==> src/rtl/z80fi_insn_collector_if.sv <==
// Event bus from the Z80 core into the instruction collector, plus the
// retirement record it presents to the z80fi checkers.
interface z80fi_insn_collector_if #(
    parameter int MAX_INSN_LEN = 4
);
    logic                      ev_start;
    logic [127:0]              ev_regs;
    logic                      ev_fetch;
    logic [7:0]                ev_fetch_data;
    logic                      ev_rd;
    logic [15:0]               ev_rd_addr;
    logic [7:0]                ev_rd_data;
    logic                      ev_wr;
    logic [15:0]               ev_wr_addr;
    logic [7:0]                ev_wr_data;
    logic                      ev_done;

    logic                      z80fi_valid;
    logic [8*MAX_INSN_LEN-1:0] z80fi_insn;
    logic [2:0]                z80fi_insn_len;
    logic [127:0]              z80fi_regs_in;
    logic [127:0]              z80fi_regs_out;
    logic [1:0]                z80fi_mem_rd_cnt;
    logic [1:0]                z80fi_mem_wr_cnt;
    logic [31:0]               z80fi_mem_raddr;
    logic [15:0]               z80fi_mem_rdata;
    logic [31:0]               z80fi_mem_waddr;
    logic [15:0]               z80fi_mem_wdata;
    logic                      z80fi_overflow;
    logic                      z80fi_dropped;

    modport master (
        output ev_start, ev_regs, ev_fetch, ev_fetch_data, ev_rd, ev_rd_addr,
               ev_rd_data, ev_wr, ev_wr_addr, ev_wr_data, ev_done,
        input  z80fi_valid, z80fi_insn, z80fi_insn_len, z80fi_regs_in,
               z80fi_regs_out, z80fi_mem_rd_cnt, z80fi_mem_wr_cnt,
               z80fi_mem_raddr, z80fi_mem_rdata, z80fi_mem_waddr,
               z80fi_mem_wdata, z80fi_overflow, z80fi_dropped
    );

    modport slave (
        input  ev_start, ev_regs, ev_fetch, ev_fetch_data, ev_rd, ev_rd_addr,
               ev_rd_data, ev_wr, ev_wr_addr, ev_wr_data, ev_done,
        output z80fi_valid, z80fi_insn, z80fi_insn_len, z80fi_regs_in,
               z80fi_regs_out, z80fi_mem_rd_cnt, z80fi_mem_wr_cnt,
               z80fi_mem_raddr, z80fi_mem_rdata, z80fi_mem_waddr,
               z80fi_mem_wdata, z80fi_overflow, z80fi_dropped
    );
endinterface

==> src/rtl/z80fi_insn_collector.sv <==
// Assembles one retirement record per executed Z80 instruction (or repeat
// iteration) from core event strobes and emits it as a one-cycle packet.
//
//   state   | meaning
//   --------+--------------------------------------------------------------
//   IDLE    | no record open; only ev_start is honoured
//   COLLECT | record open; fetch/rd/wr accumulate until ev_done retires it
module z80fi_insn_collector #(
    parameter int MAX_INSN_LEN = 4
) (
    input  logic                 clk,
    input  logic                 reset_n,
    z80fi_insn_collector_if.slave bus
);
    typedef enum logic {IDLE, COLLECT} state_t;

    typedef struct packed {
        logic [8*MAX_INSN_LEN-1:0] insn;
        logic [2:0]                len;
        logic [127:0]              regs_in;
        logic [1:0]                rd_cnt;
        logic [31:0]               raddr;
        logic [15:0]               rdata;
        logic [1:0]                wr_cnt;
        logic [31:0]               waddr;
        logic [15:0]               wdata;
        logic                      ovf;
    } rec_t;

    state_t       state_q, state_d;
    rec_t         work_q, work_d;
    rec_t         out_q;
    rec_t         cur_ev, fresh, fresh_ev;
    logic [127:0] regs_out_q;
    logic         valid_q, dropped_q;
    logic         emit, drop;

    // Folds this cycle's fetch/rd/wr strobes into a record; full limits only flag overflow.
    function automatic rec_t add_events(rec_t r);
        rec_t o;
        o = r;
        if (bus.ev_fetch) begin
            if (o.len == 3'(MAX_INSN_LEN)) begin
                o.ovf = 1'b1;
            end else begin
                for (int i = 0; i < MAX_INSN_LEN; i++) begin
                    if (o.len == 3'(i)) o.insn[i*8 +: 8] = bus.ev_fetch_data;
                end
                o.len = o.len + 3'd1;
            end
        end
        if (bus.ev_rd) begin
            if (o.rd_cnt == 2'd2) begin
                o.ovf = 1'b1;
            end else begin
                if (o.rd_cnt == 2'd0) begin
                    o.raddr[15:0] = bus.ev_rd_addr;
                    o.rdata[7:0]  = bus.ev_rd_data;
                end else begin
                    o.raddr[31:16] = bus.ev_rd_addr;
                    o.rdata[15:8]  = bus.ev_rd_data;
                end
                o.rd_cnt = o.rd_cnt + 2'd1;
            end
        end
        if (bus.ev_wr) begin
            if (o.wr_cnt == 2'd2) begin
                o.ovf = 1'b1;
            end else begin
                if (o.wr_cnt == 2'd0) begin
                    o.waddr[15:0] = bus.ev_wr_addr;
                    o.wdata[7:0]  = bus.ev_wr_data;
                end else begin
                    o.waddr[31:16] = bus.ev_wr_addr;
                    o.wdata[15:8]  = bus.ev_wr_data;
                end
                o.wr_cnt = o.wr_cnt + 2'd1;
            end
        end
        return o;
    endfunction

    always_comb begin
        cur_ev        = add_events(work_q);
        fresh         = '0;
        fresh.regs_in = bus.ev_regs;
        fresh_ev      = add_events(fresh);

        state_d = state_q;
        work_d  = work_q;
        emit    = 1'b0;
        drop    = 1'b0;
        case (state_q)
            IDLE: begin
                if (bus.ev_start) begin
                    work_d  = fresh_ev;
                    state_d = COLLECT;
                end
            end
            COLLECT: begin
                if (bus.ev_done) begin
                    // Same-cycle events belong to the retiring record, so a
                    // back-to-back successor opens with empty counters.
                    emit = 1'b1;
                    if (bus.ev_start) work_d = fresh;
                    else              state_d = IDLE;
                end else if (bus.ev_start) begin
                    drop   = 1'b1;
                    work_d = fresh_ev;
                end else begin
                    work_d = cur_ev;
                end
            end
            default: state_d = IDLE;
        endcase
    end

    always_ff @(posedge clk or negedge reset_n) begin
        if (!reset_n) begin
            state_q    <= IDLE;
            work_q     <= '0;
            out_q      <= '0;
            regs_out_q <= '0;
            valid_q    <= 1'b0;
            dropped_q  <= 1'b0;
        end else begin
            state_q   <= state_d;
            work_q    <= work_d;
            valid_q   <= emit;
            dropped_q <= drop;
            if (emit) begin
                out_q      <= cur_ev;
                regs_out_q <= bus.ev_regs;
            end
        end
    end

    assign bus.z80fi_valid      = valid_q;
    assign bus.z80fi_dropped    = dropped_q;
    assign bus.z80fi_insn       = out_q.insn;
    assign bus.z80fi_insn_len   = out_q.len;
    assign bus.z80fi_regs_in    = out_q.regs_in;
    assign bus.z80fi_regs_out   = regs_out_q;
    assign bus.z80fi_mem_rd_cnt = out_q.rd_cnt;
    assign bus.z80fi_mem_wr_cnt = out_q.wr_cnt;
    assign bus.z80fi_mem_raddr  = out_q.raddr;
    assign bus.z80fi_mem_rdata  = out_q.rdata;
    assign bus.z80fi_mem_waddr  = out_q.waddr;
    assign bus.z80fi_mem_wdata  = out_q.wdata;
    assign bus.z80fi_overflow   = out_q.ovf;
endmodule

==> src/flat_wrapper.sv <==
// flat-port wrapper written by rule: the top's interface ports become plain ports
module z80fi_insn_collector_flat 
#(
    parameter int MAX_INSN_LEN = 4
)
  (clk, reset_n, bus_ev_start, bus_ev_regs, bus_ev_fetch, bus_ev_fetch_data, bus_ev_rd, bus_ev_rd_addr, bus_ev_rd_data, bus_ev_wr, bus_ev_wr_addr, bus_ev_wr_data, bus_ev_done, bus_z80fi_valid, bus_z80fi_insn, bus_z80fi_insn_len, bus_z80fi_regs_in, bus_z80fi_regs_out, bus_z80fi_mem_rd_cnt, bus_z80fi_mem_wr_cnt, bus_z80fi_mem_raddr, bus_z80fi_mem_rdata, bus_z80fi_mem_waddr, bus_z80fi_mem_wdata, bus_z80fi_overflow, bus_z80fi_dropped);
  z80fi_insn_collector_if #(.MAX_INSN_LEN(MAX_INSN_LEN)) bus_i ();
  input  logic clk;
  input  logic reset_n;
  input wire logic [$bits(bus_i.ev_start)-1:0] bus_ev_start;
  input wire logic [$bits(bus_i.ev_regs)-1:0] bus_ev_regs;
  input wire logic [$bits(bus_i.ev_fetch)-1:0] bus_ev_fetch;
  input wire logic [$bits(bus_i.ev_fetch_data)-1:0] bus_ev_fetch_data;
  input wire logic [$bits(bus_i.ev_rd)-1:0] bus_ev_rd;
  input wire logic [$bits(bus_i.ev_rd_addr)-1:0] bus_ev_rd_addr;
  input wire logic [$bits(bus_i.ev_rd_data)-1:0] bus_ev_rd_data;
  input wire logic [$bits(bus_i.ev_wr)-1:0] bus_ev_wr;
  input wire logic [$bits(bus_i.ev_wr_addr)-1:0] bus_ev_wr_addr;
  input wire logic [$bits(bus_i.ev_wr_data)-1:0] bus_ev_wr_data;
  input wire logic [$bits(bus_i.ev_done)-1:0] bus_ev_done;
  output wire logic [$bits(bus_i.z80fi_valid)-1:0] bus_z80fi_valid;
  output wire logic [$bits(bus_i.z80fi_insn)-1:0] bus_z80fi_insn;
  output wire logic [$bits(bus_i.z80fi_insn_len)-1:0] bus_z80fi_insn_len;
  output wire logic [$bits(bus_i.z80fi_regs_in)-1:0] bus_z80fi_regs_in;
  output wire logic [$bits(bus_i.z80fi_regs_out)-1:0] bus_z80fi_regs_out;
  output wire logic [$bits(bus_i.z80fi_mem_rd_cnt)-1:0] bus_z80fi_mem_rd_cnt;
  output wire logic [$bits(bus_i.z80fi_mem_wr_cnt)-1:0] bus_z80fi_mem_wr_cnt;
  output wire logic [$bits(bus_i.z80fi_mem_raddr)-1:0] bus_z80fi_mem_raddr;
  output wire logic [$bits(bus_i.z80fi_mem_rdata)-1:0] bus_z80fi_mem_rdata;
  output wire logic [$bits(bus_i.z80fi_mem_waddr)-1:0] bus_z80fi_mem_waddr;
  output wire logic [$bits(bus_i.z80fi_mem_wdata)-1:0] bus_z80fi_mem_wdata;
  output wire logic [$bits(bus_i.z80fi_overflow)-1:0] bus_z80fi_overflow;
  output wire logic [$bits(bus_i.z80fi_dropped)-1:0] bus_z80fi_dropped;
  assign bus_i.ev_start = bus_ev_start;
  assign bus_i.ev_regs = bus_ev_regs;
  assign bus_i.ev_fetch = bus_ev_fetch;
  assign bus_i.ev_fetch_data = bus_ev_fetch_data;
  assign bus_i.ev_rd = bus_ev_rd;
  assign bus_i.ev_rd_addr = bus_ev_rd_addr;
  assign bus_i.ev_rd_data = bus_ev_rd_data;
  assign bus_i.ev_wr = bus_ev_wr;
  assign bus_i.ev_wr_addr = bus_ev_wr_addr;
  assign bus_i.ev_wr_data = bus_ev_wr_data;
  assign bus_i.ev_done = bus_ev_done;
  assign bus_z80fi_valid = bus_i.z80fi_valid;
  assign bus_z80fi_insn = bus_i.z80fi_insn;
  assign bus_z80fi_insn_len = bus_i.z80fi_insn_len;
  assign bus_z80fi_regs_in = bus_i.z80fi_regs_in;
  assign bus_z80fi_regs_out = bus_i.z80fi_regs_out;
  assign bus_z80fi_mem_rd_cnt = bus_i.z80fi_mem_rd_cnt;
  assign bus_z80fi_mem_wr_cnt = bus_i.z80fi_mem_wr_cnt;
  assign bus_z80fi_mem_raddr = bus_i.z80fi_mem_raddr;
  assign bus_z80fi_mem_rdata = bus_i.z80fi_mem_rdata;
  assign bus_z80fi_mem_waddr = bus_i.z80fi_mem_waddr;
  assign bus_z80fi_mem_wdata = bus_i.z80fi_mem_wdata;
  assign bus_z80fi_overflow = bus_i.z80fi_overflow;
  assign bus_z80fi_dropped = bus_i.z80fi_dropped;
  z80fi_insn_collector #(.MAX_INSN_LEN(MAX_INSN_LEN)) u_core (.clk(clk), .reset_n(reset_n), .bus(bus_i));
endmodule
==> config.mk <==
export PLATFORM = sky130hd
export DESIGN_NAME = z80fi_insn_collector_flat
export DESIGN_NICKNAME = d
export VERILOG_FILES = /design/src/rtl/z80fi_insn_collector_if.sv /design/src/rtl/z80fi_insn_collector.sv /design/src/flat_wrapper.sv
export SDC_FILE = /design/constraint.sdc
export NUM_CORES = 1
export LEC_CHECK = 0
export BUFFER_PORTS_ARGS = -buffer_cell sky130_fd_sc_hd__buf_4
export CORE_AREA = 2 2 228 230
export CTS_BUF_LIST = sky130_fd_sc_hd__clkbuf_8
export DETAILED_ROUTE_END_ITERATION = 6
export DIE_AREA = 0 0 230 232
export HOLD_SLACK_MARGIN = 0.03
export PLACE_DENSITY_LB_ADDON = 0.15
export SLEW_MARGIN = 20
export SYNTH_ARGS = -nofsm -noshare
export SYNTH_HDL_FRONTEND = slang
export SYNTH_SLANG_ARGS = --single-unit
export TNS_END_PERCENT = 100
==> constraint.sdc <==
create_clock -name clk -period 2.4 [get_ports clk]
set_input_delay 0.72 -clock clk [delete_from_list [all_inputs] [get_ports clk]]
set_output_delay 0.72 -clock clk [all_outputs]
set_load 0.005 [all_outputs]
# After elaboration in Yosys (flattened, before gate mapping)
# Index checks and enable logic that the tools add are counted.
# totals
input_bits,191
elab_cells,80
reg_bits,659
# op_classes
muxes,38
eq_ne,9
add_sub_neg,3
n_reduce_logical,5
bitwise_logic,1
# ops
operator,n
two-way mux 264 bit,4
case mux 264 bit (2 select lines),1
two-way mux 50 bit,3
two-way mux 49 bit,2
two-way mux 35 bit,2
two-way mux 16 bit,4
two-way mux 8 bit,8
two-way mux 51 bit,1
two-way mux 1 bit,11
two-way mux 11 bit,1
equality test 3 x 2 -> 1 bit (second input constant),2
adder 2 x 1 -> 2 bit (second input constant),2
equality test 2 bit (second input constant),2
logical NOT 2 bit,2
!= test 2 bit (second input constant),2
AND reduction 2 bit,2
adder 3 x 1 -> 3 bit (second input constant),1
equality test 3 x 1 -> 1 bit (second input constant),1
equality test 3 bit (second input constant),1
logical NOT 3 bit,1
!= test 3 bit (second input constant),1
case mux 1 bit (2 select lines),1
inverter 1 bit,1

# Depth between registers and ports, before layout
# logic_depth
word_depth,10
depth_mapped,8

# Least setup slack after synthesis
# No wires, ideal clock.
# synth_path
path_kind,input-to-reg
from,input port bus_ev_rd
to,register u_core.out_q (netlist bit u_core.bus.z80fi_mem_raddr[28])
path_slack_ps,608
arrival_time_ps,1658
path_stages,5
setup_time_ps,133
n_path_buf,2
path_cell_list,buf_4 > nand2_1 > buf_2 > mux2i_1 > o21ai_0
# synth_via
elab_chain_len,1
# synth_rtl
item,line,rtl
start: declaration,flat_wrapper.sv:14,input wire logic [$bits(bus_i.ev_rd)-1:0] bus_ev_rd;
two-way mux 50 bit,z80fi_insn_collector.sv:52,if (bus.ev_rd) begin
end signal: assignment,z80fi_insn_collector.sv:132,out_q <= cur_ev;
end: declaration,z80fi_insn_collector.sv:32,rec_t out_q;
# Every way passes these cells.
# A chain may end at the register's enable or synchronous reset.

# Final worst setup path
# layout_path
from,register u_core.out_q (netlist bit u_core.bus.z80fi_insn[4])
to,output port bus_z80fi_insn[4]
# layout_rtl
item,line,rtl
end: declaration,flat_wrapper.sv:22,output wire logic [$bits(bus_i.z80fi_insn)-1:0] bus_z80fi_insn;
# No word-level cell between the ends.

==> results.py <==
metrics = {
    "critical_path": {
        "end_kind": "primary output",
        "cpMaxStageDelayCell": "dfrtp_1",
        "worstSetupPathType": "reg -> out",
        "slowest_delay_ns": 0.43,
        "required_ns": 1.68,
        "crit_chain": "buf_4",
        "cp_max_fo": 2,
        "cp.arrival_ns": 1.27,
        "cp.buffers_inverters": 1,
        "cp_top_family": "flip-flops",
        "cp-start-kind": "flip-flop",
    },
    "layout": {
        "final_cell_area_sq_um": 33610,
        "fin_util": 0.6605,
        "fin_nets": 3182,
        "area_delta_synth_final_pct": 29.12,
        "drive_gt1_frac": 0.3107,
    },
    "floorplan": {
        "start_util": 0.5115,
        "core-area_sq_um": 50890,
        "die_h_um": 232,
        "rows": 83,
        "ios": 585,
        "die-area_sq_um": 53360,
        "die_x_um": 230,
    },
    "timing": {
        "finalHoldViolCount": 0,
        "skew_ns": 0.01596,
        "worst_pin_slew_ns": 0.6607,
        "period_minus_slack_ns": 1.988,
        "rsz0062_at_grt": "false",
        "hold_ws_ns": 0.2341,
        "drv_slew": 0,
        "finalCritPeriodShare": 0.8284,
        "fin_setup_tns_ns": 0,
        "max_freq_mhz": 503.0,
        "setup_violations": 0,
        "max_slew_margin": 0.5585,
    },
    "yosys": {
        "synth_cell_types": 35,
        "avgSynthCellArea_sq_um": 10.99,
        "ys_seq_elements": 659,
        "synth_nets": 2571,
        "syn_inst": 2369,
        "yosys_warnings": 0,
        "synth_top_family_by_area": "simple AND/OR/NAND/NOR gates",
        "ys_seq_area_frac": 0.6335,
        "synthSimpleGateAreaFrac": 0.1453,
        "synth_compound_area_frac": 0.06869,
        "synthFlopType": "dfrtp_1",
        "syn_area_sq_um": 26030,
        "synth.mux.area_fraction": 0.1154,
        "synthAdderAreaFrac": 0.005287,
        "synth_edf_count": 0,
        "synth_async_sr_flop_share": 1.000,
        "synthXorXnorAreaFrac": 0.001009,
    },
    "power": {
        "seq_power_share": 0.476,
        "p_clk_frac": 0.360,
        "vdd.ir_drop.worst_v": 0.0007102,
        "leakagePower_nw": 17.86,
        "pwr-share-comb": 0.163,
        "switchingPower_mw": 7.447,
        "sw_frac_of_total": 0.2694,
        "power_per_cell_area_nw_per_um2": 822.4,
        "intPower_mw": 20.19,
    },
    "clock_tree": {
        "clk_latency_ns": 0.68,
        "cts_root_buf": "clkbuf_8",
        "clk_pin_slew_ns": 0.06,
        "cts_hold_buf": 1,
        "clock_sinks": 659,
        "cts_tree": "built",
        "cts.repair.resized": 0,
        "post_cts_buffers": 0,
        "h-tree-depth": 3,
        "clockBufferDepth": 3,
        "cts_made_buffers": 107,
    },
    "run_status": {
        "status": "complete, no violations",
    },
    "worst_hold_path": {
        "hold_class": "in -> reg",
    },
    "detailed_routing": {
        "dr.pass1.iters": 5,
        "wire_per_inst_um": 19.11,
        "vias": 19496,
        "via_per_inst": 5.209,
        "drc": 0,
        "wl_mm": 71.54,
        "ant_nets": 0,
        "drt-initial-drc-count": 1252,
    },
    "global_route": {
        "gr-usage-all-layers": 0.2663,
        "globalRouteOverflowTotal": 0,
        "grt_start_max_net_pins": 139,
        "grt_pass1_wl_mm": 111.6,
        "grt_antenna_before_repair": 6,
        "grt_pass1_vias": 19967,
    },
    "placement": {
        "io_buffers": 584,
        "placed_area_sq_um": 31360,
        "hpwlAfterDp_mm": 49.92,
        "gp_congestion": 0.8671,
    },
    "run": {
        "max-cap-violations": 0,
    },
}
## cells in the mapped netlist, types with 9 or more instances
library cell | number | area [sq um]
o21ai_0 | 143 | 715.7
nand2_1 | 922 | 3461
nor2_1 | 38 | 142.6
mux2_2 | 128 | 1441
dfrtp_1 | 659 | 16490
a21oi_1 | 10 | 50.05
mux2i_1 | 156 | 1562
a22o_1 | 102 | 893.4
buf_2 | 83 | 415.4
clkbuf_1 | 45 | 168.9
ha_1 | 11 | 137.6
buf_6 | 10 | 112.6
inv_1 | 9 | 33.78
## cell type report
type                       count  area [sq um]
fill                        4033         17280
timing repair buffer         650          5231
clock buffer                 134          1844
inverter                      10         45.04
tap                          680         850.8
multi-input combinational   1552          8758
sequential                   659         16490
antenna                        5         12.51
clock inverter                53         376.6
## state kept, by name, indices dropped and copies added, names as in the netlist
| register | flops |
|---|---|
| u_core.bus.z80fi_regs_in | 128 |
| u_core.bus.z80fi_mem_wdata | 16 |
| u_core.bus.z80fi_insn_len | 3 |
| u_core.bus.z80fi_mem_waddr | 32 |
| u_core.bus.z80fi_mem_rd_cnt | 2 |
| u_core.bus.z80fi_insn | 32 |
| u_core.bus.z80fi_mem_wr_cnt | 2 |
| u_core.bus.z80fi_valid | 1 |
| u_core.bus.z80fi_regs_out | 128 |
| u_core.work_q | 136 |
| u_core.bus.z80fi_overflow | 1 |
| u_core.cur_ev | 128 |
| u_core.bus.z80fi_mem_rdata | 16 |
| u_core.bus.z80fi_mem_raddr | 32 |
| u_core.state_q | 1 |
| u_core.bus.z80fi_dropped | 1 |
## stage by stage
step	cells	total power [mW]	setup WS, ns
after floorplan	2369	15.01	0.6085
after global placement	3550	17.75	0.1738
after detailed placement	3550	17.90	0.1359
after CTS	3738	27.92	0.1879
after global routing	3743	28.94	0.3093
final	3743	27.64	0.4118
## power by group through the flow
stage          Sequential [mW]  Combinational, mW  Clock, mW
6_report                  13.2               4.51       9.96
2_1_floorplan             13.2               1.77          0
5_1_grt                   13.3               4.96       10.7
3_3_place_gp              13.3               4.46          0
3_5_place_dp              13.3               4.56          0
4_1_cts                   13.2               4.58       10.2
## cell families (layout without fill, tap and decap cells)
| family | after synthesis | after routing |
|---|---|---|
| adder cells (fa/ha/maj) | 11 | 11 |
| XOR/XNOR | 3 | 3 |
| multiplexers | 284 | 284 |
| flip-flops | 659 | 659 |
| buffers and inverters | 158 | 847 |
| other | 0 | 5 |
| AO/OA/AOI/OAI | 269 | 269 |
| AND/OR/NAND/NOR | 985 | 985 |
## per-layer routing
metal	vias to the layer above	GRT usage	part of all wire
met3	137	0.06225	0.066
met5	-	0	0.00018
met1	9670	0.3440	0.41
li1	9033	-	-
met2	654	0.4341	0.49
met4	2	0.1123	0.035
## cells in the final DEF (no fill, tap or decap), types with 3 or more instances in the layout
cell type	n
nand2_1	922
dfrtp_1	659
buf_4	620
mux2i_1	156
o21ai_0	143
clkbuf_8	134
mux2_2	128
a22o_1	102
inv_1	39
nor2_1	37
buf_12	27
clkinv_2	13
ha_1	11
a21oi_1	10
nand3b_1	7
diode_2	5
nand3_1	5
bufinv_16	5
xnor2_1	3
a21oi_2	3
## path summary, 6_finish.rpt
check                                              start                             to  slack, ns  cells past startpoint
worst max-delay path            u_core.bus.z80fi_insn[4]              bus_z80fi_insn[4]       0.41                      1
worst min-delay path                     bus_ev_regs[47]  u_core.bus.z80fi_regs_out[47]       0.23                      3
worst max register to register        u_core.work_q[229]             u_core.work_q[239]       0.44                      7
worst min register to register        u_core.cur_ev[200]   u_core.bus.z80fi_regs_in[99]       0.46                      2
max in group asynchronous                        reset_n             u_core.cur_ev[223]       1.00                      3
min in group asynchronous                        reset_n  u_core.bus.z80fi_regs_out[79]       0.52                      2
(Power assumes the default switching activity.)
